`config.mk`:
```
export PLATFORM = sky130hd
export DESIGN_NAME = mem_access_unit
export DESIGN_NICKNAME = d
export VERILOG_FILES = /design/src/rtl/mem_access_unit_pkg.sv /design/src/rtl/mem_access_unit_lane_align.sv /design/src/rtl/mem_access_unit.sv
export SDC_FILE = /design/constraint.sdc
export NUM_CORES = 1
export LEC_CHECK = 0
export ABC_AREA = 1
export BUFFER_PORTS_ARGS = -buffer_cell sky130_fd_sc_hd__buf_2
export CAP_MARGIN = 5
export CORE_AREA = 2 2 160 162
export CTS_CLUSTER_DIAMETER = 80
export DETAILED_ROUTE_END_ITERATION = 8
export DIE_AREA = 0 0 162 164
export GPL_TIMING_DRIVEN = 1
export PLACE_DENSITY = 0.74
export SLEW_MARGIN = 20
export SYNTH_ARGS = -nofsm -noshare
export SYNTH_HDL_FRONTEND = slang
export SYNTH_SLANG_ARGS = --single-unit
export TNS_END_PERCENT = 100
```
`constraint.sdc`:
```
create_clock -name clk -period 3.91 [get_ports clk]
set_clock_uncertainty 0.05 [all_clocks]
set_input_delay 0.391 -clock clk [delete_from_list [all_inputs] [get_ports clk]]
set_output_delay 0.391 -clock clk [all_outputs]
set_load 0.05 [all_outputs]
```
`src/rtl/mem_access_unit_pkg.sv`:
```
// Shared definitions for the load/store bus master (mem_access_unit) and its
// lane-alignment helper (mau_lane_align).
//   size_e  : access size encoding used on req_size
//   err_e   : response error codes driven on rsp_err
//   state_e : mem_access_unit FSM states
//   misaligned() : natural-alignment check of a byte address for a size
package mem_access_unit_pkg;

  typedef enum logic [1:0] {
    SZ_B = 2'd0,
    SZ_H = 2'd1,
    SZ_W = 2'd2,
    SZ_D = 2'd3
  } size_e;

  typedef enum logic [1:0] {
    ERR_OK    = 2'd0,
    ERR_ALIGN = 2'd1,
    ERR_TMO   = 2'd2
  } err_e;

  typedef enum logic [1:0] {
    ST_IDLE,
    ST_ACCESS,
    ST_RESP
  } state_e;

  // True when addr is not a multiple of the access size (2^size bytes).
  function automatic logic misaligned(input logic [2:0] addr_lo,
                                      input logic [1:0] size);
    logic [2:0] mask;
    mask = 3'((4'd1 << size) - 4'd1);
    return |(addr_lo & mask);
  endfunction

endpackage

```
`src/rtl/mem_access_unit_lane_align.sv`:
```
// mau_lane_align: purely combinational byte-lane steering for a bus of XLEN
// bits. Produces byte enables and lane-shifted store data for an access of
// 2^i_size bytes at lane offset i_off, and extracts/extends load data from
// the full-width read word.
// Ports:
//   i_size     access size (size_e)
//   i_unsigned 1 = zero-extend load data, 0 = sign-extend
//   i_off      byte offset within the bus word
//   i_wdata    right-justified store data
//   i_rdata    full-width read data from memory
//   o_be       byte enables
//   o_wdata    store data shifted into its lanes
//   o_rdata    load data, right-justified and extended to XLEN
module mau_lane_align
  import mem_access_unit_pkg::*;
#(
  parameter int unsigned XLEN = 64
) (
  input  size_e                       i_size,
  input  logic                        i_unsigned,
  input  logic [$clog2(XLEN/8)-1:0]   i_off,
  input  logic [XLEN-1:0]             i_wdata,
  input  logic [XLEN-1:0]             i_rdata,
  output logic [XLEN/8-1:0]           o_be,
  output logic [XLEN-1:0]             o_wdata,
  output logic [XLEN-1:0]             o_rdata
);

  localparam int unsigned BE_W  = XLEN / 8;
  localparam int unsigned OFF_W = $clog2(BE_W);
  localparam int unsigned MSB_W = $clog2(XLEN);

  logic [OFF_W+2:0] w_shamt;
  logic [XLEN-1:0]  w_tmp;
  logic [XLEN-1:0]  w_keep;
  logic [6:0]       w_nbits;
  logic [MSB_W-1:0] w_msb;
  logic             w_sign;

  assign w_shamt = {i_off, 3'b000};

  // A full-width access overflows the shifted 1 to zero, so subtracting 1
  // yields an all-ones mask without a special case.
  assign o_be    = ((BE_W'(1) << (4'd1 << 2'(i_size))) - BE_W'(1)) << i_off;
  assign o_wdata = i_wdata << w_shamt;

  assign w_tmp   = i_rdata >> w_shamt;
  assign w_nbits = 7'd8 << 2'(i_size);
  assign w_keep  = (XLEN'(1) << w_nbits) - XLEN'(1);
  assign w_msb   = MSB_W'(w_nbits - 7'd1);
  assign w_sign  = ~i_unsigned & w_tmp[w_msb];
  assign o_rdata = (w_tmp & w_keep) | ({XLEN{w_sign}} & ~w_keep);

endmodule

```
`src/rtl/mem_access_unit.sv`:
```
// mem_access_unit: load/store bus master between the CPU controller and RAM.
// Accepts one request at a time via a valid/ready handshake, drives a RAM
// cycle with byte enables and lane-shifted data, waits for ram_ready, and
// returns extended load data or an error as a one-cycle response pulse.
// Misaligned requests (and doubles on a 32-bit bus) respond with an alignment
// error without touching the RAM.
// Build option: define MAU_TIMEOUT_EN to abort a RAM access that has seen no
// ram_ready for TIMEOUT cycles (response error code 2).
// Ports:
//   clk, reset            clock (rising edge), async active-low reset
//   req_valid/req_ready   request handshake
//   req_we, req_size, req_unsigned, req_addr, req_wdata  request fields
//   rsp_valid, rsp_rdata, rsp_err                        response
//   ram_addr, ram_wdata, ram_be, ram_cs, ram_we, ram_oe  RAM drive
//   ram_rdata, ram_ready                                 RAM return
module mem_access_unit
  import mem_access_unit_pkg::*;
#(
  parameter int unsigned XLEN    = 64,
  parameter int unsigned ADDR_W  = 64,
  parameter int unsigned TIMEOUT = 255
) (
  input  logic              clk,
  input  logic              reset,
  input  logic              req_valid,
  output logic              req_ready,
  input  logic              req_we,
  input  logic [1:0]        req_size,
  input  logic              req_unsigned,
  input  logic [ADDR_W-1:0] req_addr,
  input  logic [XLEN-1:0]   req_wdata,
  output logic              rsp_valid,
  output logic [XLEN-1:0]   rsp_rdata,
  output logic [1:0]        rsp_err,
  output logic [ADDR_W-1:0] ram_addr,
  output logic [XLEN-1:0]   ram_wdata,
  input  logic [XLEN-1:0]   ram_rdata,
  output logic [XLEN/8-1:0] ram_be,
  output logic              ram_cs,
  output logic              ram_we,
  output logic              ram_oe,
  input  logic              ram_ready
);

  localparam int unsigned BE_W  = XLEN / 8;
  localparam int unsigned OFF_W = $clog2(BE_W);

  if (!(XLEN == 32 || XLEN == 64) || TIMEOUT == 0) begin : g_param_check
    $error("mem_access_unit: XLEN must be 32 or 64 and TIMEOUT nonzero");
  end

  state_e            r_state, w_next;
  logic              r_we;
  logic              r_unsigned;
  size_e             r_size;
  logic [OFF_W-1:0]  r_off;
  logic [XLEN-1:0]   r_rdata;
  err_e              r_err;
  logic [ADDR_W-1:0] r_ram_addr;
  logic [BE_W-1:0]   r_ram_be;
  logic [XLEN-1:0]   r_ram_wdata;

  logic              w_bad;
  logic              w_tmo;
  size_e             w_lane_size;
  logic [OFF_W-1:0]  w_lane_off;
  logic [ADDR_W-1:0] w_lane_addr;
  logic [BE_W-1:0]   w_be;
  logic [XLEN-1:0]   w_wdata;
  logic [XLEN-1:0]   w_rdata;

  assign w_bad = misaligned(req_addr[2:0], req_size) ||
                 (req_size == SZ_D && XLEN == 32);

  always_comb begin
    w_lane_addr = req_addr;
    w_lane_addr[OFF_W-1:0] = '0;
  end

  // One aligner serves both directions: in IDLE it shapes the incoming store,
  // afterwards it decodes read data using the latched size/offset.
  assign w_lane_size = (r_state == ST_IDLE) ? size_e'(req_size) : r_size;
  assign w_lane_off  = (r_state == ST_IDLE) ? req_addr[OFF_W-1:0] : r_off;

  mau_lane_align #(.XLEN(XLEN)) u_lane (
    .i_size     (w_lane_size),
    .i_unsigned (r_unsigned),
    .i_off      (w_lane_off),
    .i_wdata    (req_wdata),
    .i_rdata    (ram_rdata),
    .o_be       (w_be),
    .o_wdata    (w_wdata),
    .o_rdata    (w_rdata)
  );

`ifdef MAU_TIMEOUT_EN
  localparam int unsigned CNT_W = $clog2(TIMEOUT + 1);
  logic [CNT_W-1:0] r_tmo_cnt;

  always_ff @(posedge clk or negedge reset) begin
    if (!reset) begin
      r_tmo_cnt <= '0;
    end else if (r_state != ST_ACCESS) begin
      r_tmo_cnt <= '0;
    end else if (!ram_ready) begin
      r_tmo_cnt <= r_tmo_cnt + 1'b1;
    end
  end

  // Fires on the cycle the count would reach TIMEOUT; ram_ready takes priority.
  assign w_tmo = (r_state == ST_ACCESS) && !ram_ready &&
                 (r_tmo_cnt == CNT_W'(TIMEOUT - 1));
`else
  assign w_tmo = 1'b0;
`endif

  always_comb begin
    w_next    = r_state;
    req_ready = 1'b0;
    ram_cs    = 1'b0;
    ram_we    = 1'b0;
    ram_oe    = 1'b0;
    rsp_valid = 1'b0;
    case (r_state)
      ST_IDLE: begin
        req_ready = 1'b1;
        if (req_valid) w_next = w_bad ? ST_RESP : ST_ACCESS;
      end
      ST_ACCESS: begin
        ram_cs = 1'b1;
        ram_we = r_we;
        ram_oe = ~r_we;
        if (ram_ready || w_tmo) w_next = ST_RESP;
      end
      ST_RESP: begin
        rsp_valid = 1'b1;
        w_next    = ST_IDLE;
      end
      default: w_next = ST_IDLE;
    endcase
  end

  always_ff @(posedge clk or negedge reset) begin
    if (!reset) begin
      r_state     <= ST_IDLE;
      r_we        <= 1'b0;
      r_unsigned  <= 1'b0;
      r_size      <= SZ_B;
      r_off       <= '0;
      r_rdata     <= '0;
      r_err       <= ERR_OK;
      r_ram_addr  <= '0;
      r_ram_be    <= '0;
      r_ram_wdata <= '0;
    end else begin
      r_state <= w_next;
      case (r_state)
        ST_IDLE: begin
          if (req_valid) begin
            r_we       <= req_we;
            r_size     <= size_e'(req_size);
            r_unsigned <= req_unsigned;
            r_off      <= req_addr[OFF_W-1:0];
            r_rdata    <= '0;
            r_err      <= w_bad ? ERR_ALIGN : ERR_OK;
            if (!w_bad) begin
              r_ram_addr  <= w_lane_addr;
              r_ram_be    <= w_be;
              r_ram_wdata <= w_wdata;
            end
          end
        end
        ST_ACCESS: begin
          if (ram_ready) begin
            r_rdata     <= r_we ? '0 : w_rdata;
            r_ram_addr  <= '0;
            r_ram_be    <= '0;
            r_ram_wdata <= '0;
          end else if (w_tmo) begin
            r_err       <= ERR_TMO;
            r_ram_addr  <= '0;
            r_ram_be    <= '0;
            r_ram_wdata <= '0;
          end
        end
        ST_RESP: begin
          r_rdata <= '0;
          r_err   <= ERR_OK;
        end
        default: ;
      endcase
    end
  end

  assign rsp_rdata = r_rdata;
  assign rsp_err   = r_err;
  assign ram_addr  = r_ram_addr;
  assign ram_be    = r_ram_be;
  assign ram_wdata = r_ram_wdata;

endmodule

```
==> summary by stage <==
Routing
The number of design-rule violations left by the first detailed-router iteration is 1289. The average routed wire per standard cell is 19.1 um. The first detailed-routing pass took 5 iterations.

The via total after detailed routing is 12100. The final routed wirelength across all metal layers is 41200 um. In the routed layout, each cell is associated on average with a via count of 5.60. The number of routed nets with antenna violations is 0.

In the routed design, unresolved DRC markers number 0.

Timing
The total setup violations reported at the end of the flow is 0. The total negative setup slack is 0 ns. The count of pins over their slew limit is 0. Dividing the final minimum period by the clock period gives 79.3%.

Subtracting the final worst setup slack from the clock period gives 3.10 ns. Derived from the worst setup path, the maximum achievable clock frequency is 322 MHz. The max-slew headroom at the worst pin is 33.3%. Setup repair after global routing left no endpoint under its margin. The transition time at the pin with the least slew margin is 0.997 ns.

The number of hold-slack violations in the final timing report is 0.

CTS
The root buffer cell is sky130_fd_sc_hd__clkbuf_16. The count of clock tree sinks is 207. In this run the number of H-tree levels came out at 1. Clock tree synthesis inserted a total of 23 buffers.

The maximum root-to-sink buffer count is 3. Clock-pin slew was measured on the worst setup and hold paths at 0.06 ns. The clock tree from TritonCTS is done. The number of gates resized after CTS was 0. For the worst-skew pair, the clock arrives at the later sink with an insertion delay of 0.50 ns.

Power and ir drop
For this design the static power due to leakage is 0.00793 uW. For this design the ratio of total power to cell area is 1030 mW/mm2. Across the VDD grid, the largest voltage drop is 0.000608 V.

Floorplan
The floorplan step defined a die boundary enclosing 0.0266 mm2. The boundary pin count is 407. From bottom edge to top edge, the die measures 164 um. Row generation in the floorplan step produced 58 rows. The starting density of the core is 45.7%.

The core region is 0.0248 mm2. The die width is 162 um.

Cells and area
The fraction of final layout cells sized beyond drive strength 1 is 26.7%. The area growth from synthesis to layout is 25.5%. The number of nets in the finished design is 2005.

The most frequent standard cell in the layout excluding fill and tap cells is sky130_fd_sc_hd__nand2_1. The library cells used most frequently in the layout, excluding fill and tap cells, are 529 x sky130_fd_sc_hd__nand2_1, 401 x sky130_fd_sc_hd__buf_2, 207 x sky130_fd_sc_hd__dfrtp_1. The number of standard cells in the final layout excluding fillers is 2155.

Logic synthesis
After technology mapping, the gate count stands at 1470. The share of async-settable or async-resettable flops after synthesis is 100%. The unique cell type count in the Yosys netlist is 35.

The share of the Yosys chip area taken by registers is 45.7%. The number of warnings printed during yosys synthesis is 0. The mapped netlist covers 0.0113 mm2. The most used flip-flop cell after synthesis is sky130_fd_sc_hd__dfrtp_1.

The per-instance average area after synthesis is 7.71 um2. The number of enable flip-flop cells after synthesis is 0. Counting flops and latches in the post-synthesis netlist gives 207.

Critical path
For flop-to-flop paths, the worst setup slack is 0.81 ns. The slowest stage of the critical path is the sky130_fd_sc_hd__buf_4 cell. The dominant delay contributor by cell family on the critical path is simple AND/OR/NAND/NOR gates. STA classifies the critical path startpoint as a flop. The worst setup path is captured at a flop. The critical path class is flop to flop. Walking the worst path, the cells encountered are nor2_8, nand2_1, nor2_4, buf_4, nand2_1, o221ai_1. The maximum fanout along the worst path is 79. Counting both buffers and inverters, the worst setup path holds a total of 1. At the worst endpoint, the arrival time is 3.46 ns. The maximum cell stage delay along the critical path is 0.65 ns. STA puts the critical path data required time at 4.26 ns.

Counting stages on the worst path, the most repeated cell is sky130_fd_sc_hd__nand2_1.

Global routing
The maximum number of pins on one net before global-route repair is 134. The via count of the first global-routing pass is 11500. The initial antenna violation count is 9.

Global routing finished with a remaining overflow of 0. For this run, the total global-route usage over all layers was measured as 30.3%. The global-route wire length before repair is 63000 um.

Placed design
Detailed placement finished with a half-perimeter wire length of 29500 um. The final estimated routing congestion in global placement is 0.949. The instance count after placement with tap cells included is 2109. The count of input and output buffers is 402.

Hold path
The min-delay analysis places its worst path in the category input port to flop.

Run
Across the run, the number of max-cap violations was 0.

Run status
The run finished with clean final reports.
-- cell type report --
cell class / count / area (um2)
fillers: 2343 / 10600
repair buffers: 422 / 2210
diodes: 5 / 12.5
inverters: 71 / 267
multi-input cells: 1080 / 5340
flip-flops and latches: 207 / 5180
clock buffers: 28 / 634
well taps: 330 / 413
clock inverters: 12 / 176
-- registers in the layout, indices dropped and copies added, names as in the netlist --
| signal | flops |
|---|---|
| rsp_rdata | 64 |
| ram_wdata | 64 |
| ram_be | 8 |
| r_off | 3 |
| r_unsigned | 1 |
| r_we | 1 |
| r_size | 2 |
| rsp_err | 1 |
| ram_addr | 61 |
| r_state | 2 |
-- kinds of logic (layout without fill, tap and decap cells) --
group | count (synthesis) | count (layout) | synth area share, %
and+or+nand+nor | 711 | 711 | 25.6
AOI/OAI and AO/OA | 353 | 353 | 19.9
DFF | 207 | 207 | 45.7
buffers and inverters | 186 | 533 | 7.77
muxes | 12 | 12 | 1.06
other | 1 | 9 | 0.0331
-- routing by layer --
| layer | global-route usage (%) | vias to the layer above | share of wire, % |
|---|---|---|---|
| met5 | 0 | - | 0.032 |
| met4 | 14.3 | 2 | 4.7 |
| met3 | 5.38 | 107 | 8.3 |
| met2 | 53.8 | 653 | 50 |
| met1 | 35.6 | 5708 | 37 |
| li1 | - | 5600 | - |
-- final timing paths --
path / startpoint / end / cells after the start
min reg2reg: rsp_rdata[28]$_DFFE_PN0P_ / rsp_rdata[28]$_DFFE_PN0P_ / 2
min in group asynchronous: reset / rsp_rdata[60]$_DFFE_PN0P_ / 2
max reg2reg: r_state[0]$_DFFE_PN0P_ / ram_wdata[59]$_DFFE_PN0P_ / 6
min: req_unsigned / r_unsigned$_DFFE_PN0P_ / 3
max in group asynchronous: reset / rsp_err[0]$_DFFE_PN0P_ / 3
max: r_state[0]$_DFFE_PN0P_ / ram_wdata[59]$_DFFE_PN0P_ / 6
-- repair_timing --
| item | 4_1_cts | 5_1_grt |
|---|---|---|
| hold endpoints to repair | 105 | 0 |
| endpoints found under the setup margin | 0 | 0 |
| hold buffers | 1 | 0 |
| buffers inserted | 0 | 0 |
-- power breakdown --
part           internal [uW]  switching (uW)  total (uW)
registers               2880             471        3350
logic                   2160            6810        8970
clock network           1420             894        2310
total                   6460            8180       14600
-- synth_stat cells, drive strengths merged (2+ instances only) --
cell	instances	area share (%)
clkbuf	32	1.1
buf	83	4.4
a32o	14	1.2
o21ai	164	7.4
mux2i	12	1.1
clkinv	2	0.066
nand2	538	18
o21a	8	0.53
dfrtp	207	46
a21oi	51	2.3
o221ai	16	1.2
nand3	112	5.0
o31ai	8	0.53
inv	69	2.3
a22o	67	5.2
a31oi	8	0.44
o211ai	15	0.99
nor2	58	2.1
-- stage by stage --
stage | utilization (%) | hold slack (ns) | power [uW] | area, um2 | setup slack [ns]
after global placement | 54.0 | 0.409 | 12200 | 13400 | 0.944
after global routing | 57.4 | 0.0373 | 15500 | 14200 | 0.589
after floorplan | - | 0.0454 | 10100 | 11400 | 1.44
final | 57.4 | 0.0360 | 14600 | 14200 | 0.809
after detailed placement | 54.0 | 0.409 | 12200 | 13400 | 0.844
after CTS | 57.3 | 0.0349 | 14600 | 14200 | 0.815
-- worst register-to-register path, delay by kind of cell, from the launching register on --
kind	cells	cell delay, ns
AO/OA/AOI/OAI	1	0.37
flip-flops	1	0.52
AND/OR/NAND/NOR	4	1.41
buffers and inverters	1	0.65
Note: power is estimated with default switching activity, not from simulation.
